$ cat src/rtl/hub75_pkg.sv
// Shared types and word layout for the HUB75 column datapath.
// Framebuffer word is {r1,g1,b1,r0,g0,b0}; field k occupies bits [k*COLOR_BITS +: COLOR_BITS].
package hub75_pkg;

  typedef enum logic [2:0] {
    ST_IDLE,
    ST_ADDR,
    ST_LOAD,
    ST_CLK_HI,
    ST_DONE
  } state_t;

  localparam int FLD_B0     = 0;
  localparam int FLD_G0     = 1;
  localparam int FLD_R0     = 2;
  localparam int FLD_B1     = 3;
  localparam int FLD_G1     = 4;
  localparam int FLD_R1     = 5;
  localparam int NUM_FIELDS = 6;

  function automatic int col_w(input int cols);
    return (cols > 1) ? $clog2(cols) : 1;
  endfunction

  function automatic int plane_w(input int color_bits);
    return (color_bits > 1) ? $clog2(color_bits) : 1;
  endfunction

endpackage

$ cat src/rtl/hub75_pixel_select.sv
// Combinational bit-plane extraction: one bit per colour field, or colour bars in test mode.
// A plane index at or beyond COLOR_BITS shifts the mask out and yields all-zero data.
module hub75_pixel_select
  import hub75_pkg::*;
#(
  parameter  int COLOR_BITS = 4,
  localparam int PLANE_W    = plane_w(COLOR_BITS)
) (
  input  logic [NUM_FIELDS*COLOR_BITS-1:0] rdata_i,
  input  logic [PLANE_W-1:0]               plane_i,
  input  logic                             test_en_i,
  input  logic [2:0]                       bar_col_i,
  output logic [1:0]                       data_r_o,
  output logic [1:0]                       data_g_o,
  output logic [1:0]                       data_b_o
);

  logic [COLOR_BITS-1:0] plane_mask;
  logic [NUM_FIELDS-1:0] ram_bits;
  logic [NUM_FIELDS-1:0] bar_bits;
  logic [NUM_FIELDS-1:0] sel_bits;

  assign plane_mask = COLOR_BITS'(1) << plane_i;

  for (genvar k = 0; k < NUM_FIELDS; k++) begin : g_field
    assign ram_bits[k] = |(rdata_i[k*COLOR_BITS +: COLOR_BITS] & plane_mask);
  end

  // Upper half {r,g,b} = col[2:0], lower half is the inverse.
  assign bar_bits = {~bar_col_i, bar_col_i};
  assign sel_bits = test_en_i ? bar_bits : ram_bits;

  assign data_r_o = {sel_bits[FLD_R1], sel_bits[FLD_R0]};
  assign data_g_o = {sel_bits[FLD_G1], sel_bits[FLD_G0]};
  assign data_b_o = {sel_bits[FLD_B1], sel_bits[FLD_B0]};

endmodule

$ cat src/rtl/hub75_column_shifter.sv
// HUB75 row shifter: reads {row,col} words, shifts one bit-plane per column, flags end of row.
// Define HUB75_TEST_PATTERN_EN to add i_test_en, which replaces RAM data with colour bars.
module hub75_column_shifter
  import hub75_pkg::*;
#(
  parameter  int COLS       = 64,
  parameter  int ROW_W      = 5,
  parameter  int COLOR_BITS = 4,
  localparam int COL_W      = col_w(COLS),
  localparam int PLANE_W    = plane_w(COLOR_BITS)
) (
  input  logic                             i_clk,
  input  logic                             i_rst_n,
`ifdef HUB75_TEST_PATTERN_EN
  input  logic                             i_test_en,
`endif
  input  logic                             i_add_columns,
  input  logic                             i_rst_columns,
  input  logic [ROW_W-1:0]                 i_row,
  input  logic [PLANE_W-1:0]               i_plane,
  output logic                             o_comp_columns,
  output logic [ROW_W+COL_W-1:0]           o_mem_addr,
  input  logic [NUM_FIELDS*COLOR_BITS-1:0] i_mem_rdata,
  output logic                             o_pix_clk,
  output logic [1:0]                       o_data_r,
  output logic [1:0]                       o_data_g,
  output logic [1:0]                       o_data_b
);

  state_t                   state_q, state_d;
  logic [COL_W-1:0]         col_q, col_d;
  logic [ROW_W+COL_W-1:0]   addr_q, addr_d;
  logic [1:0]               data_r_q, data_r_d, data_g_q, data_g_d, data_b_q, data_b_d;
  logic                     pix_q, pix_d, comp_q, comp_d;
  logic [1:0]               sel_r, sel_g, sel_b;
  logic [2:0]               bar_col;
  logic                     test_en;

`ifdef HUB75_TEST_PATTERN_EN
  assign test_en = i_test_en;
`else
  assign test_en = 1'b0;
`endif

  if (COL_W >= 3) begin : g_bar_wide
    assign bar_col = col_q[2:0];
  end else begin : g_bar_narrow
    assign bar_col = {{(3-COL_W){1'b0}}, col_q};
  end

  hub75_pixel_select #(
    .COLOR_BITS (COLOR_BITS)
  ) u_pixel_select (
    .rdata_i   (i_mem_rdata),
    .plane_i   (i_plane),
    .test_en_i (test_en),
    .bar_col_i (bar_col),
    .data_r_o  (sel_r),
    .data_g_o  (sel_g),
    .data_b_o  (sel_b)
  );

  // pix_clk and comp are registered from the current state, so each lags its state by one cycle;
  // this gives the data a full cycle of setup ahead of the pix_clk rise.
  always_comb begin
    state_d  = state_q;
    col_d    = col_q;
    addr_d   = addr_q;
    data_r_d = data_r_q;
    data_g_d = data_g_q;
    data_b_d = data_b_q;
    pix_d    = 1'b0;
    comp_d   = 1'b0;
    if (i_rst_columns) begin
      state_d = ST_IDLE;
      col_d   = '0;
    end else begin
      case (state_q)
        ST_IDLE: begin
          col_d = '0;
          if (i_add_columns) state_d = ST_ADDR;
        end
        ST_ADDR: begin
          addr_d  = {i_row, col_q};
          state_d = ST_LOAD;
        end
        ST_LOAD: begin
          data_r_d = sel_r;
          data_g_d = sel_g;
          data_b_d = sel_b;
          state_d  = ST_CLK_HI;
        end
        ST_CLK_HI: begin
          pix_d = 1'b1;
          if (col_q == COL_W'(COLS - 1)) begin
            state_d = ST_DONE;
          end else begin
            col_d   = col_q + 1'b1;
            state_d = ST_ADDR;
          end
        end
        ST_DONE: comp_d = 1'b1;
        default: state_d = ST_IDLE;
      endcase
    end
  end

  always_ff @(posedge i_clk or negedge i_rst_n) begin
    if (!i_rst_n) begin
      state_q  <= ST_IDLE;
      col_q    <= '0;
      addr_q   <= '0;
      data_r_q <= '0;
      data_g_q <= '0;
      data_b_q <= '0;
      pix_q    <= 1'b0;
      comp_q   <= 1'b0;
    end else begin
      state_q  <= state_d;
      col_q    <= col_d;
      addr_q   <= addr_d;
      data_r_q <= data_r_d;
      data_g_q <= data_g_d;
      data_b_q <= data_b_d;
      pix_q    <= pix_d;
      comp_q   <= comp_d;
    end
  end

  assign o_comp_columns = comp_q;
  assign o_mem_addr     = addr_q;
  assign o_pix_clk      = pix_q;
  assign o_data_r       = data_r_q;
  assign o_data_g       = data_g_q;
  assign o_data_b       = data_b_q;

endmodule

$ cat config.mk
export PLATFORM = sky130hd
export DESIGN_NAME = hub75_column_shifter
export DESIGN_NICKNAME = d
export VERILOG_FILES = /design/src/rtl/hub75_pkg.sv /design/src/rtl/hub75_pixel_select.sv /design/src/rtl/hub75_column_shifter.sv
export SDC_FILE = /design/constraint.sdc
export NUM_CORES = 1
export LEC_CHECK = 0
export BUFFER_PORTS_ARGS = -buffer_cell sky130_fd_sc_hd__buf_2
export CORE_UTILIZATION = 45
export CTS_CLUSTER_DIAMETER = 50
export CTS_CLUSTER_SIZE = 12
export DETAILED_ROUTE_END_ITERATION = 10
export PLACE_DENSITY = 0.78
export RECOVER_POWER = 100
export REMOVE_ABC_BUFFERS = 1
export SLEW_MARGIN = 20
export SYNTH_ARGS = -nofsm -noshare
export SYNTH_HDL_FRONTEND = slang
export SYNTH_SLANG_ARGS = --single-unit
$ cat constraint.sdc
create_clock -name i_clk -period 1.6 [get_ports i_clk]
set_input_delay 0.08 -clock i_clk [delete_from_list [all_inputs] [get_ports i_clk]]
set_output_delay 0.08 -clock i_clk [all_outputs]
set_load 0.03 [all_outputs]
==> results.py, run 1 <==
metrics = {
    "sta": {
        "finalHoldViolCount": 0,
        "max-slew-margin-rel_pct": 56.3,
        "clock_skew_ns": 0.00148,
        "worst_slew_pin_slew_ns": 0.655,
        "rsz0062_at_grt": "no",
        "setup_tns_ns": 0,
        "fin_crit_ns": 1.52,
        "slew_violations": 0,
        "fmaxAchievable_ghz": 0.658,
        "min_period_over_period_pct": 95.0,
        "setup_viol": 0,
    },
    "layout": {
        "layout.nets": 192,
        "num_antenna_cells": 0,
        "fillers": 239,
        "areaGrowthSynthToFinish_pct": 29.5,
        "final_core_util_pct": 62.1,
        "drive_above_1_share_pct": 36.8,
    },
    "logic_synthesis": {
        "synth_xor_area_share_pct": 1.30,
        "yosys-mux-area-fraction_pct": 25.7,
        "synth.cell_area_um2": 1350,
        "ys_types": 32,
        "synthAdderAreaFrac_pct": 0.929,
        "ys_seq_elements": 28,
        "ys_seq_area_share_pct": 52.0,
        "synthTopCellsByArea": "dfrtp_1, mux4_2, mux2_1",
        "synth_warnings": 0,
        "yosys.area.top_type_share_pct": 52.0,
        "synth_compound_area_share_pct": 5.20,
        "yosys.area_share.simple_pct": 13.3,
        "synth_top_family_by_area": "multiplexers",
        "synth_top_cell_by_area": "dfrtp_1",
        "syn_inst": 92,
        "avgSynthCellArea_um2": 14.6,
    },
    "cts": {
        "cts_max_level": 1,
        "cts-buffers-inserted": 3,
        "clock_sinks": 28,
        "clk_latency_ns": 0.32,
        "clkTransAtPathRegs_ns": 0.15,
        "clockRootBuffer": "clkbuf_4",
        "cts_tree": "built",
        "cts_buffer_depth": 2,
    },
    "critical_path": {
        "setup.worst_path.start_class": "register",
        "path_depth": 4,
        "worst_ep_required_time_ns": 1.83,
        "crit_fanout": 6,
        "cp-startpoint": "col_q[0]",
        "worst_path_max_delay_cell": "dfrtp_1",
        "r2r_start": "col_q[0]",
        "crit_buf_inv": 0,
        "critPathMaxStageDelay_ns": 0.47,
        "cp_data_arrival_time_ns": 1.75,
        "reg2reg_depth": 4,
        "crit_chain": "ha_1 > nand2b_1 > or4_1 > o211a_1",
        "path_delay_family": "simple AND/OR/NAND/NOR gates",
        "cp-end-kind": "register",
        "crit_type": "register to register",
    },
    "floorplan": {
        "start_util_pct": 48.0,
        "core.rowCount": 19,
        "pin_count": 54,
        "coreArea_um2": 2810,
        "die_x_um": 56.7,
        "die_area_um2": 3210,
        "fp.dieH_um": 56.7,
    },
    "drt": {
        "vias": 1046,
        "first_pass_iters": 7,
        "vias_per_cell": 5.62,
        "finalWirelength_um": 2600,
        "wl_per_cell_um": 14.0,
        "ant_nets": 0,
        "drt_iter0_drc": 17,
        "post-route-drc-count": 2,
    },
    "power_and_ir_drop": {
        "p_per_area_nw_per_um2": 1170,
        "swShare_pct": 34.6,
        "intPower_w": 0.00133,
        "comb_power_share_pct": 32.1,
        "pwr-share-seq_pct": 45.5,
        "vdd_ir_drop_max_mv": 0.637,
        "p_leak_nw": 0.859,
        "switchingPower_w": 0.000704,
        "p_clk_share_pct": 22.3,
    },
    "run_status": {
        "status": "finished with violations",
        "violations": "DRC",
    },
    "flow_run": {
        "drv_cap": 0,
    },
    "grt": {
        "grt_usage_pct": 18.0,
        "antenna_found_initial": 0,
        "grt_pass1_vias": 1076,
        "gr-total-overflow": 0,
        "grt_pass1_wl_um": 4530,
        "grt_max_degree": 29,
    },
    "placement": {
        "port_buffers": 53,
        "gp_congestion": 0.791,
        "dpl.hpwl_um": 2030,
    },
    "worst_hold_path": {
        "min_path_cells": 2,
        "min_from": "i_rst_columns",
        "min_path_type": "primary input to register",
    },
}
[final timing paths]
kind	slack, ns	to
min reg2reg	0.50	o_mem_addr[5]
max in group asynchronous	0.88	o_data_b[0]
max	0.08	col_q[5]
min	0.04	state_q[0]
max reg2reg	0.08	col_q[5]
min in group asynchronous	0.30	o_mem_addr[3]
[state kept, by name (all words and copies together) (netlist names)]
name            count
col_q               6
o_comp_columns      1
o_data_b            2
o_data_g            2
o_data_r            2
o_mem_addr         11
o_pix_clk           1
state_q             3
[synth_stat cells]
cell type   n
dfrtp_1    28
mux2_1     10
mux2_2      7
mux4_2      6
nand3_1     5
nand2_1     3
a32o_1      2
inv_1       2
mux2i_1     2
nor2_1      2
nor4b_4     2
o21ai_0     2
o21bai_1    2
a211oi_1    1
a21o_1      1
and2_1      1
and3b_1     1
buf_2       1
buf_4       1
ha_1        1
nand2b_1    1
nand3b_4    1
nor3_1      1
nor4_1      1
nor4b_1     1
o211a_1     1
or2_1       1
or2_2       1
or3_1       1
or4_1       1
xnor2_1     1
xor2_1      1
[cell type report]
cell class                 count  area, um2  share of cell area [%]
tap                           31       38.8                    2.23
inverter                       2       7.51                   0.431
multi-input combinational     60        614                    35.2
sequential                    28        701                    40.2
clock buffer                   3       22.5                    1.29
clock inverter                 1       30.0                    1.72
timing repair buffer          61        329                    18.9
[cells by family (layout without fill, tap and decap cells)]
kind of cell / Yosys count / in the layout
DFF: 28 / 28
muxes: 25 / 25
xor gates and xnor gates: 2 / 2
AOI/OAI and AO/OA: 9 / 9
and+or+nand+nor: 23 / 23
adders and majority gates: 1 / 1
buffers and inverters: 4 / 67
[metal layers]
layer	global-route usage, %	part of all wire (%)
met3	2.07	5.0
met5	0	0
met2	33.3	52
met4	6.43	0.65
met1	21.1	42
[per-stage QoR]
step / power, W / area [um2] / cells / hold WS, ns / setup slack, ns
final: 0.00203 / 1740 / 186 / 0.0352 / 0.0798
after global routing: 0.00213 / 1740 / 186 / 0.0312 / 0.0222
after CTS: 0.00209 / 1770 / 185 / 0.0527 / 0.0780
after detailed placement: 0.00163 / 1660 / 175 / 0.120 / 0.0966
after global placement: 0.00161 / 1660 / 175 / 0.111 / 0.131
after floorplan: 0.00138 / 1330 / 90 / -0.216 / 0.0365
[worst register-to-register path: cells and delay by family (launching register included)]
family	cells	cell delay, ns
AOI/OAI and AO/OA	1	0.14
DFF	1	0.47
adders and majority gates	1	0.28
and+or+nand+nor	2	0.54
[power by group through the flow]
stage / clock, W / combinational (W) / sequential, W
finish: 0.000455 / 0.000653 / 0.000926
global route: 0.000493 / 0.000696 / 0.000945
CTS: 0.000467 / 0.000701 / 0.000927
detailed placement: 0 / 0.000690 / 0.000939
global placement: 0 / 0.000674 / 0.000932
floorplan: 0 / 0.000182 / 0.00120
[placed cells by master, fill, tap and decap left out, drive strengths merged, types with 2 or more instances in the layout]
cell,netlist,routed
a32o,2,2
buf,2,35
clkbuf,0,23
dfrtp,28,28
dlygate4sd3,0,6
inv,2,2
mux2,17,17
mux2i,2,2
mux4,6,6
nand2,3,3
nand3,5,5
nor2,2,2
nor4b,3,3
o21ai,2,2
o21bai,2,2
or2,2,2
[timing repair]
item / 4_1_cts / 5_1_grt
gates resized for setup: 0 / 1
hold endpoints to repair: 33 / 0
buffers inserted: 0 / 1
hold buffers: 6 / 0
setup endpoints to repair: 0 / 5
No activity file was read; power rests on OpenSTA's default activity.
==> run 2: changes to the inputs <==
ABC_AREA = 1   (was unset)
CORE_MARGIN = 3   (was unset)
==> results.py, run 2 <==
metrics = {
    "cts": {
        "clockRootBuffer": "clkbuf_4",
        "cts_max_level": 1,
        "cts_buffer_depth": 2,
        "clkTransAtPathRegs_ns": 0.14,
        "ctsResizeCount": 0,
        "cts_tree": "built",
        "cts_hold_buf": 6,
        "cts-buffers-inserted": 3,
        "clk_latency_ns": 0.33,
        "cts_setup_buffers": 0,
        "clock_sinks": 28,
    },
    "grt": {
        "grt_usage_pct": 17.6,
        "grt_max_degree": 29,
        "gr-total-overflow": 0,
        "grt_pass1_wl_um": 4930,
        "antenna_found_initial": 0,
        "grt_pass1_vias": 1204,
    },
    "critical_path": {
        "cpMostUsedCell": "nand2_1",
        "setup.worst_path.start_class": "register",
        "crit_chain": "ha_1 > nand3_2 > o21ai_2 > nand2_1 > nand2_1 > nand2_1",
        "crit_type": "register to register",
        "critPathMaxStageDelay_ns": 0.48,
        "worst_ep_required_time_ns": 1.84,
        "cp-end-kind": "register",
        "worst_path_max_delay_cell": "dfrtp_1",
        "crit_fanout": 6,
        "cp_data_arrival_time_ns": 1.68,
    },
    "sta": {
        "rsz0062_at_grt": "no",
        "layout_setup_ws_ns": 0.157,
        "slew_violations": 0,
        "setup_tns_ns": 0,
        "worst_slew_pin_slew_ns": 0.664,
        "setup_viol": 0,
        "clock_skew_ns": 0.00306,
        "fin_crit_ns": 1.44,
        "hold_ws_ns": 0.0373,
        "fmaxAchievable_ghz": 0.693,
        "finalHoldViolCount": 0,
        "min_period_over_period_pct": 90.2,
        "max-slew-margin-rel_pct": 55.7,
    },
    "drt": {
        "first_pass_iters": 4,
        "ant_nets": 0,
        "finalWirelength_um": 2980,
        "vias": 1300,
        "post-route-drc-count": 0,
        "wl_per_cell_um": 11.1,
        "vias_per_cell": 4.83,
        "drt_iter0_drc": 57,
    },
    "layout": {
        "largest_reg_flops": 11,
        "fillers": 264,
        "most-common-layout-cells": "nand2_1, buf_2, dfrtp_1, inv_1, clkbuf_1",
        "multiInputGateArea_um2": 582,
        "num_antenna_cells": 0,
        "layout.nets": 275,
        "final_common_cell": "nand2_1",
        "sequential_cell_area_um2": 701,
        "drive_above_1_share_pct": 21.0,
        "areaGrowthSynthToFinish_pct": 26.8,
    },
    "power_and_ir_drop": {
        "pwr-share-seq_pct": 46.4,
        "vdd_ir_drop_max_mv": 0.613,
        "p_clk_share_pct": 22.7,
        "comb_power_share_pct": 30.9,
        "p_per_area_nw_per_um2": 1130,
        "switchingPower_w": 0.000734,
        "swShare_pct": 36.7,
        "p_leak_nw": 0.913,
        "intPower_w": 0.00127,
    },
    "logic_synthesis": {
        "ys_seq_elements": 28,
        "synth_warnings": 0,
        "yosys.area.top_type_share_pct": 50.5,
        "synthArstFlopShare_pct": 100,
        "syn_inst": 178,
        "synth_top_cell_by_area": "dfrtp_1",
        "synth.top_cells.by_count": "nand2_1, dfrtp_1, inv_1",
        "synth_enable_flop_cells": 0,
        "synth.cell_area_um2": 1390,
        "ys_types": 21,
        "avgSynthCellArea_um2": 7.80,
        "synth_most_common_cell": "nand2_1",
        "synthTopCellsByArea": "dfrtp_1, nand2_1, inv_1",
        "ys_seq_area_share_pct": 50.5,
        "synthFlopType": "dfrtp_1",
    },
    "placement": {
        "port_buffers": 53,
        "pre_cts_ws_ns": 0.214,
        "gp_congestion": 0.891,
        "dpl.hpwl_um": 2230,
    },
    "flow_run": {
        "drv_cap": 0,
    },
    "run_status": {
        "status": "complete, no violations",
    },
    "floorplan": {
        "coreArea_um2": 2850,
        "core.rowCount": 19,
        "die_area_um2": 3790,
        "start_util_pct": 48.7,
        "fp.dieH_um": 61.6,
        "die_x_um": 61.6,
        "pin_count": 54,
    },
    "worst_hold_path": {
        "min_path_type": "primary input to register",
    },
}
[run 2: cell count changes in the layout (fill, tap and decap cells not counted), moves of 6 or more]
cell / change
inv_1: +20
mux2_1: -10
mux2_2: -7
mux4_2: -6
nand2_1: +66
nand4_1: +10
nor2_1: +7
o21ai_0: +10
[run 2: layout make-up]
class	count	share of cell area [%]
Clock buffer	3	1.28
Clock inverter	1	1.70
Inverter	23	4.90
Multi-Input combinational cell	124	33.0
Sequential cell	28	39.8
Tap cell	31	2.20
Timing Repair Buffer	59	17.1
[run 2: metrics by stage]
step | total power (W) | area [um2] | std cells | util (%)
floorplan | 0.00137 | 1370 | 175 | -
global placement | 0.00159 | 1680 | 259 | 58.8
detailed placement | 0.00159 | 1680 | 259 | 58.8
CTS | 0.00206 | 1790 | 269 | 62.8
global route | 0.00213 | 1760 | 269 | 61.8
finish | 0.00200 | 1760 | 269 | 61.8
[run 2: logic make-up after synthesis]
logic type                 after synthesis  synth area share, %
AOI/OAI and AO/OA                       21                 8.83
adders and majority gates                1                0.901
buffers and inverters                   26                 7.30
DFF                                     28                 50.5
and+or+nand+nor                        102                 32.5
[run 2: path summary, 6_finish.rpt]
| kind | startpoint | endpoint | slack, ns | cells after the start |
|---|---|---|---|---|
| worst max-delay path | col_q[0] | col_q[3] | 0.16 | 6 |
| worst min-delay path | i_mem_rdata[22] | o_data_r[1] | 0.04 | 5 |
| worst max register to register | col_q[0] | col_q[3] | 0.16 | 6 |
| worst min register to register | o_data_r[0] | o_data_r[0] | 0.50 | 2 |
| max in group asynchronous | i_rst_n | o_mem_addr[5] | 0.88 | 2 |
| min in group asynchronous | i_rst_n | o_comp_columns | 0.30 | 2 |
[run 2: routing by layer]
metal  vias to the layer above  global-route usage (%)  routed length (um)
li1                        685                       -                   -
met1                       580                    23.2                1430
met2                        31                    27.7                1400
met3                         4                    5.03                 126
met4                         0                    6.06                  26
met5                         -                       0                   0
[run 2: power groups by stage]
| stage | registers, W | logic (W) | clock network (W) |
|---|---|---|---|
| 2_1_floorplan | 0.00117 | 0.000198 | 0 |
| 3_3_place_gp | 0.000933 | 0.000654 | 0 |
| 3_5_place_dp | 0.000932 | 0.000661 | 0 |
| 4_1_cts | 0.000925 | 0.000670 | 0.000467 |
| 5_1_grt | 0.000949 | 0.000682 | 0.000499 |
| 6_report | 0.000928 | 0.000617 | 0.000454 |
[run 2: critical path, delay by kind of cell (launching register included)]
kind | cells | cell delay, ns
and+or+nand+nor | 4 | 0.45
adders and majority gates | 1 | 0.25
DFF | 1 | 0.48
AOI/OAI and AO/OA | 1 | 0.16
